`src/rtl/alu_seq_if.sv`:
```
// Request/result channel between an ALU client and the alu_seq operand sequencer.
interface alu_seq_if;
  logic        req_valid;
  logic        req_ready;
  logic [2:0]  req_op;
  logic        req_wide;
  logic        req_use_c;
  logic [15:0] req_a;
  logic [15:0] req_b;
  logic        res_valid;
  logic [15:0] res_data;

  modport master (
    output req_valid, req_op, req_wide, req_use_c, req_a, req_b,
    input  req_ready, res_valid, res_data
  );

  modport slave (
    input  req_valid, req_op, req_wide, req_use_c, req_a, req_b,
    output req_ready, res_valid, res_data
  );
endinterface

```
`src/rtl/alu_seq.sv`:
```
// Operand sequencer and status latch: feeds the ALU one byte per cycle (low first,
// carry chained) and holds the last result plus C/Z/N/V flags for branch logic.
module alu_seq (
  input  logic       clk,
  input  logic       rst,
  alu_seq_if.slave   req,
  output logic [7:0] alu_a,
  output logic [7:0] alu_b,
  output logic [7:0] alu_cins,
  output logic       alu_oe,
  output logic       alu_cin,
  input  logic [7:0] alu_res,
  input  logic       alu_cout,
  input  logic       alu_vout,
  input  logic       flags_clr,
  output logic       flag_c,
  output logic       flag_z,
  output logic       flag_n,
  output logic       flag_v
);

  typedef enum logic [1:0] {IDLE, LO, HI, DONE} state_t;

  state_t      state, state_next;

  logic [2:0]  op_q;
  logic        wide_q;
  logic        use_c_q;
  logic [15:0] a_q;
  logic [15:0] b_q;
  logic [15:0] acc_q;
  logic        cl_q;
  logic        c_last_q;
  logic        v_last_q;
  logic [15:0] res_q;
  logic        fc_q, fz_q, fn_q, fv_q;

  logic        done;
  logic        fresh_z;
  logic        fresh_n;

  always_ff @(posedge clk or posedge rst) begin
    if (rst) state <= IDLE;
    else     state <= state_next;
  end

  always_comb begin
    state_next = state;
    unique case (state)
      IDLE:    if (req.req_valid) state_next = LO;
      LO:      state_next = wide_q ? HI : DONE;
      HI:      state_next = DONE;
      DONE:    state_next = IDLE;
      default: state_next = IDLE;
    endcase
  end

  always_comb begin
    req.req_ready = 1'b0;
    req.res_valid = 1'b0;
    alu_a         = '0;
    alu_b         = '0;
    alu_oe        = 1'b0;
    alu_cin       = 1'b0;
    alu_cins      = {5'b0, op_q};
    unique case (state)
      IDLE: req.req_ready = 1'b1;
      LO: begin
        alu_a   = a_q[7:0];
        alu_b   = b_q[7:0];
        alu_oe  = 1'b1;
        alu_cin = use_c_q & fc_q;
      end
      HI: begin
        alu_a   = a_q[15:8];
        alu_b   = b_q[15:8];
        alu_oe  = 1'b1;
        alu_cin = cl_q;
      end
      DONE:    req.res_valid = 1'b1;
      default: ;
    endcase
  end

  // In DONE the outputs show the freshly assembled result so they are valid
  // alongside res_valid; the same values are registered at the end of DONE.
  assign done    = (state == DONE);
  assign fresh_z = (acc_q == 16'h0000);
  assign fresh_n = wide_q ? acc_q[15] : acc_q[7];

  always_comb begin
    req.res_data = done ? acc_q : res_q;
    flag_c       = done ? (~flags_clr & c_last_q) : fc_q;
    flag_z       = done ? (~flags_clr & fresh_z)  : fz_q;
    flag_n       = done ? (~flags_clr & fresh_n)  : fn_q;
    flag_v       = done ? (~flags_clr & v_last_q) : fv_q;
  end

  always_ff @(posedge clk or posedge rst) begin
    if (rst) begin
      op_q     <= '0;
      wide_q   <= 1'b0;
      use_c_q  <= 1'b0;
      a_q      <= '0;
      b_q      <= '0;
      acc_q    <= '0;
      cl_q     <= 1'b0;
      c_last_q <= 1'b0;
      v_last_q <= 1'b0;
      res_q    <= '0;
      fc_q     <= 1'b0;
      fz_q     <= 1'b0;
      fn_q     <= 1'b0;
      fv_q     <= 1'b0;
    end else begin
      unique case (state)
        IDLE: begin
          if (req.req_valid) begin
            op_q    <= req.req_op;
            wide_q  <= req.req_wide;
            use_c_q <= req.req_use_c;
            a_q     <= req.req_a;
            b_q     <= req.req_b;
            acc_q   <= '0;
          end
        end
        LO: begin
          acc_q[7:0] <= alu_res;
          cl_q       <= alu_cout;
          c_last_q   <= alu_cout;
          v_last_q   <= alu_vout;
        end
        HI: begin
          acc_q[15:8] <= alu_res;
          c_last_q    <= alu_cout;
          v_last_q    <= alu_vout;
        end
        DONE: begin
          res_q <= acc_q;
          fc_q  <= c_last_q;
          fz_q  <= fresh_z;
          fn_q  <= fresh_n;
          fv_q  <= v_last_q;
        end
        default: ;
      endcase
      // Clear overrides any flag update made in the same cycle.
      if (flags_clr) begin
        fc_q <= 1'b0;
        fz_q <= 1'b0;
        fn_q <= 1'b0;
        fv_q <= 1'b0;
      end
    end
  end

endmodule

```
`src/flat_wrapper.sv`:
```
// flat-port wrapper written by rule: the top's interface ports become plain ports
module alu_seq_flat 
  (clk, rst, alu_a, alu_b, alu_cins, alu_oe, alu_cin, alu_res, alu_cout, alu_vout, flags_clr, flag_c, flag_z, flag_n, flag_v, req_req_valid, req_req_op, req_req_wide, req_req_use_c, req_req_a, req_req_b, req_req_ready, req_res_valid, req_res_data);
  alu_seq_if req_i ();
  input  logic clk;
  input  logic rst;
  output logic [7:0] alu_a;
  output logic [7:0] alu_b;
  output logic [7:0] alu_cins;
  output logic alu_oe;
  output logic alu_cin;
  input  logic [7:0] alu_res;
  input  logic alu_cout;
  input  logic alu_vout;
  input  logic flags_clr;
  output logic flag_c;
  output logic flag_z;
  output logic flag_n;
  output logic flag_v;
  input wire logic [$bits(req_i.req_valid)-1:0] req_req_valid;
  input wire logic [$bits(req_i.req_op)-1:0] req_req_op;
  input wire logic [$bits(req_i.req_wide)-1:0] req_req_wide;
  input wire logic [$bits(req_i.req_use_c)-1:0] req_req_use_c;
  input wire logic [$bits(req_i.req_a)-1:0] req_req_a;
  input wire logic [$bits(req_i.req_b)-1:0] req_req_b;
  output wire logic [$bits(req_i.req_ready)-1:0] req_req_ready;
  output wire logic [$bits(req_i.res_valid)-1:0] req_res_valid;
  output wire logic [$bits(req_i.res_data)-1:0] req_res_data;
  assign req_i.req_valid = req_req_valid;
  assign req_i.req_op = req_req_op;
  assign req_i.req_wide = req_req_wide;
  assign req_i.req_use_c = req_req_use_c;
  assign req_i.req_a = req_req_a;
  assign req_i.req_b = req_req_b;
  assign req_req_ready = req_i.req_ready;
  assign req_res_valid = req_i.res_valid;
  assign req_res_data = req_i.res_data;
  alu_seq u_core (.clk(clk), .rst(rst), .req(req_i), .alu_a(alu_a), .alu_b(alu_b), .alu_cins(alu_cins), .alu_oe(alu_oe), .alu_cin(alu_cin), .alu_res(alu_res), .alu_cout(alu_cout), .alu_vout(alu_vout), .flags_clr(flags_clr), .flag_c(flag_c), .flag_z(flag_z), .flag_n(flag_n), .flag_v(flag_v));
endmodule
```
`config.mk`:
```
export PLATFORM = sky130hd
export DESIGN_NAME = alu_seq_flat
export DESIGN_NICKNAME = d
export VERILOG_FILES = /design/src/rtl/alu_seq_if.sv /design/src/rtl/alu_seq.sv /design/src/flat_wrapper.sv
export SDC_FILE = /design/constraint.sdc
export NUM_CORES = 1
export LEC_CHECK = 0
export BUFFER_PORTS_ARGS = -buffer_cell sky130_fd_sc_hd__buf_2
export CAP_MARGIN = 20
export CORE_MARGIN = 1.5
export CORE_UTILIZATION = 30
export DETAILED_ROUTE_END_ITERATION = 10
export GPL_ROUTABILITY_DRIVEN = 0
export GPL_TIMING_DRIVEN = 0
export PLACE_DENSITY = 0.6
export REMOVE_ABC_BUFFERS = 1
export SLEW_MARGIN = 10
export SYNTH_ARGS = -nofsm -noshare
export SYNTH_HDL_FRONTEND = slang
export SYNTH_SLANG_ARGS = --single-unit
```
`constraint.sdc`:
```
create_clock -name clk -period 3 [get_ports clk]
set_input_delay 0.3 -clock clk [delete_from_list [all_inputs] [get_ports clk]]
set_output_delay 0.3 -clock clk [all_outputs]
set_load 0.01 [all_outputs]
```
==> out/results.tsv <==
stage	metric	value	unit
power	power.leakage	2.020	nW
finish	layout-drive-gt1-share	48.26	%
global_routing	grt_pass1_vias	2463	
critical_path	cp_max_fo	15	
synthesis	syn_inst	249	
timing	rsz0062_at_grt	no	
clock_network	htreeDepth	3	
synthesis	synth_area_leader_cell	dfrtp_1	
drt	drt_pre_antenna_iters	4	
floorplanning	die_area	11990	sq um
critical_path	worst_setup_path_start_kind	flip-flop	
timing	min_period_over_period	80.66	%
clock_network	cts_sinks	78	
global_routing	grtUsageTotal	13.60	%
finish	diodes	0	
power	p_per_area	1139	nW/um^2
timing	skew	0.005014	ns
drt	ant_nets	0	
global_routing	grt_max_degree	52	
drt	vias	2356	
synthesis	synth_warnings	0	
synthesis	yosysSeqAreaShare	57.37	%
clock_network	cts_tree	done	
place	dp_cells	467	
clock_network	path_clk_slew	0.06	ns
drt	viasPerCell	4.868	
synthesis	synth_commonest_cells	78 x dfrtp_1, 50 x mux2_2, 19 x nor2b_1	
finish	nets	395	
timing	setup_viol	0	
synthesis	synth_edf_count	0	
clock_network	tritoncts.num_buffers	9	
drt	wirelength	7664	um
synthesis	syn_area	3402	sq um
clock_network	ctsLongestPathBuffers	2	
synthesis	postSynth.asyncResetShare	100.0	%
synthesis	synth-seq-cells	78	
critical_path	arrival	2.12	ns
drt	initialDrtViolationCount	61	
synthesis	synth.distinct_cells	26	
floorplanning	row_count	38	
floorplanning	core_area	10940	sq um
finish	area_growth	26.08	%
power	power	4.884	mW
critical_path	cp.required	2.70	ns
floorplanning	initial_utilization	31.11	%
synthesis	synth.area.top_cells	dfrtp_1 57%, mux2_2 17%, a32o_1 4.7%, a22oi_1 3.5%, nor2b_1 3.5%	
timing	min_period	2.420	ns
timing	slew_headroom	51.58	%
floorplanning	io_pins	99	
clock_network	clock_latency	0.33	ns
hold_path	holdCritPathClass	primary input to flip-flop	
finish	final_cell_area	4289	sq um
synthesis	synth_top_area_share	57.37	%
drt	remaining_drc_errors	0	
finish	fin_util	39.22	%
power	ir_worst_vdd	581.9	uV
finish	stdcell_count	484	
clock_network	cts_setup_buffers	0	
place	place_hpwl	5275	um
timing	max_freq	413.2	MHz
timing	slew_viol_final	0	
global_routing	overflow	0	
critical_path	crit_type	flip-flop to output port	
floorplanning	die_h	109.5	um
critical_path	endpoint_kind	output port	
timing	worst_slew_pin_slew	0.7262	ns
synthesis	yosysMostFrequentCell	dfrtp_1	
drt	wire_per_inst	15.83	um
timing	hold_viol	0	
floorplanning	die_w	109.5	um
place	placed_area	3974	sq um
synthesis	synth_area_per_cell	13.66	sq um
run_status	status	finished clean	
flow_run	maxCapViolations	0	
synthesis	yosys_most_used_dff	dfrtp_1	
clock_network	clk_root_buffer_cell	clkbuf_16	
place	io_buffers	93	
global_routing	antenna_found_initial	0	
global_routing	grt_pass1_wl	12210	um
## cell families after synthesis
family / share of synthesized area [%]
AO/OA/AOI/OAI: 10.56
adder cells (fa/ha/maj): 1.471
buffers and inverters: 4.892
flip-flops: 57.37
multiplexers: 19.75
other: 0.1102
AND/OR/NAND/NOR: 5.847
## report_power, final
part | switching (mW) | internal (mW)
logic | 1.03 | 1.01
registers | 0.253 | 1.52
clock network | 0.402 | 0.659
total | 1.69 | 3.19
## worst paths after layout
path,depth (start not counted),end,slack [ns],from
worst max-delay path,6,alu_cin,0.58,u_core.state[1]
worst min-delay path,2,u_core.wide_q,0.18,req_req_wide
worst max register to register,4,u_core.a_q[3],1.16,u_core.state[1]
worst min register to register,1,u_core.a_q[10],0.49,u_core.a_q[10]
max in group asynchronous,4,u_core.acc_q[10],1.91,rst
min in group asynchronous,3,u_core.a_q[13],0.51,rst
## area by class of cell
cell class                      count  area (sq um)
Multi-Input combinational cell    147          1299
Clock buffer                       11         242.7
Timing Repair Buffer               98         548.0
Inverter                            6         25.02
Fill cell                        1060          6646
Clock inverter                      4         47.55
Tap cell                          140         175.2
Sequential cell                    78          1952
## repair_timing
action,in CTS,in global routing
hold buffers,1,0
hold endpoints to repair,27,0
resized for setup,0,0
## critical path, cell delays in order (launching register included)
cell and delay (ns):
dfrtp_1 0.41, inv_1 0.11, ha_1 0.60, buf_8 0.25
a32oi_1 0.11, nor2b_1 0.16, buf_2 0.15
## cell usage in the layout (no fill, tap or decap), types with 2 or more instances in the layout
| master | count |
|---|---|
| buf_2 | 93 |
| mux2i_1 | 3 |
| dfrtp_1 | 78 |
| inv_1 | 5 |
| conb_1 | 5 |
| mux2_2 | 50 |
| nand2_1 | 4 |
| o21ai_0 | 6 |
| clkinv_2 | 2 |
| buf_8 | 3 |
| nor2b_1 | 19 |
| o21ai_2 | 2 |
| mux2_1 | 7 |
| nor2_1 | 4 |
| a22oi_1 | 16 |
| ha_1 | 4 |
| nor4_1 | 4 |
| a32o_1 | 16 |
| clkbuf_16 | 9 |
## per-stage QoR
step / worst slack [ns] / hold slack [ns] / TNS, ns
3_5_place_dp: 0.6231 / 0.3195 / 0
2_1_floorplan: 0.7050 / 0.3664 / 0
3_3_place_gp: -0.2536 / 0.4718 / -19.52
6_report: 0.5801 / 0.1773 / 0
5_1_grt: 0.4246 / 0.1720 / 0
4_1_cts: 0.2316 / 0.1626 / 0
## flip-flops by register name (all words and copies together) (netlist names)
name	cells
u_core.a_q	16
u_core.acc_q	16
u_core.b_q	16
u_core.c_last_q	1
u_core.cl_q	1
u_core.fc_q	1
u_core.fn_q	1
u_core.fv_q	1
u_core.fz_q	1
u_core.op_q	3
u_core.res_q	16
u_core.state	2
u_core.use_c_q	1
u_core.v_last_q	1
u_core.wide_q	1
## layer usage
metal | vias to the layer above | wire length [um] | track usage, % | part of all wire [%]
met3 | 10 | 516 | 4.683 | 6.7
met5 | - | 0 | 0 | 0
met2 | 77 | 3816 | 23.16 | 50
met4 | 0 | 116 | 5.566 | 1.5
met1 | 1195 | 3213 | 15.55 | 42
li1 | 1074 | - | - | -
Note: power is estimated with default switching activity, not from simulation.
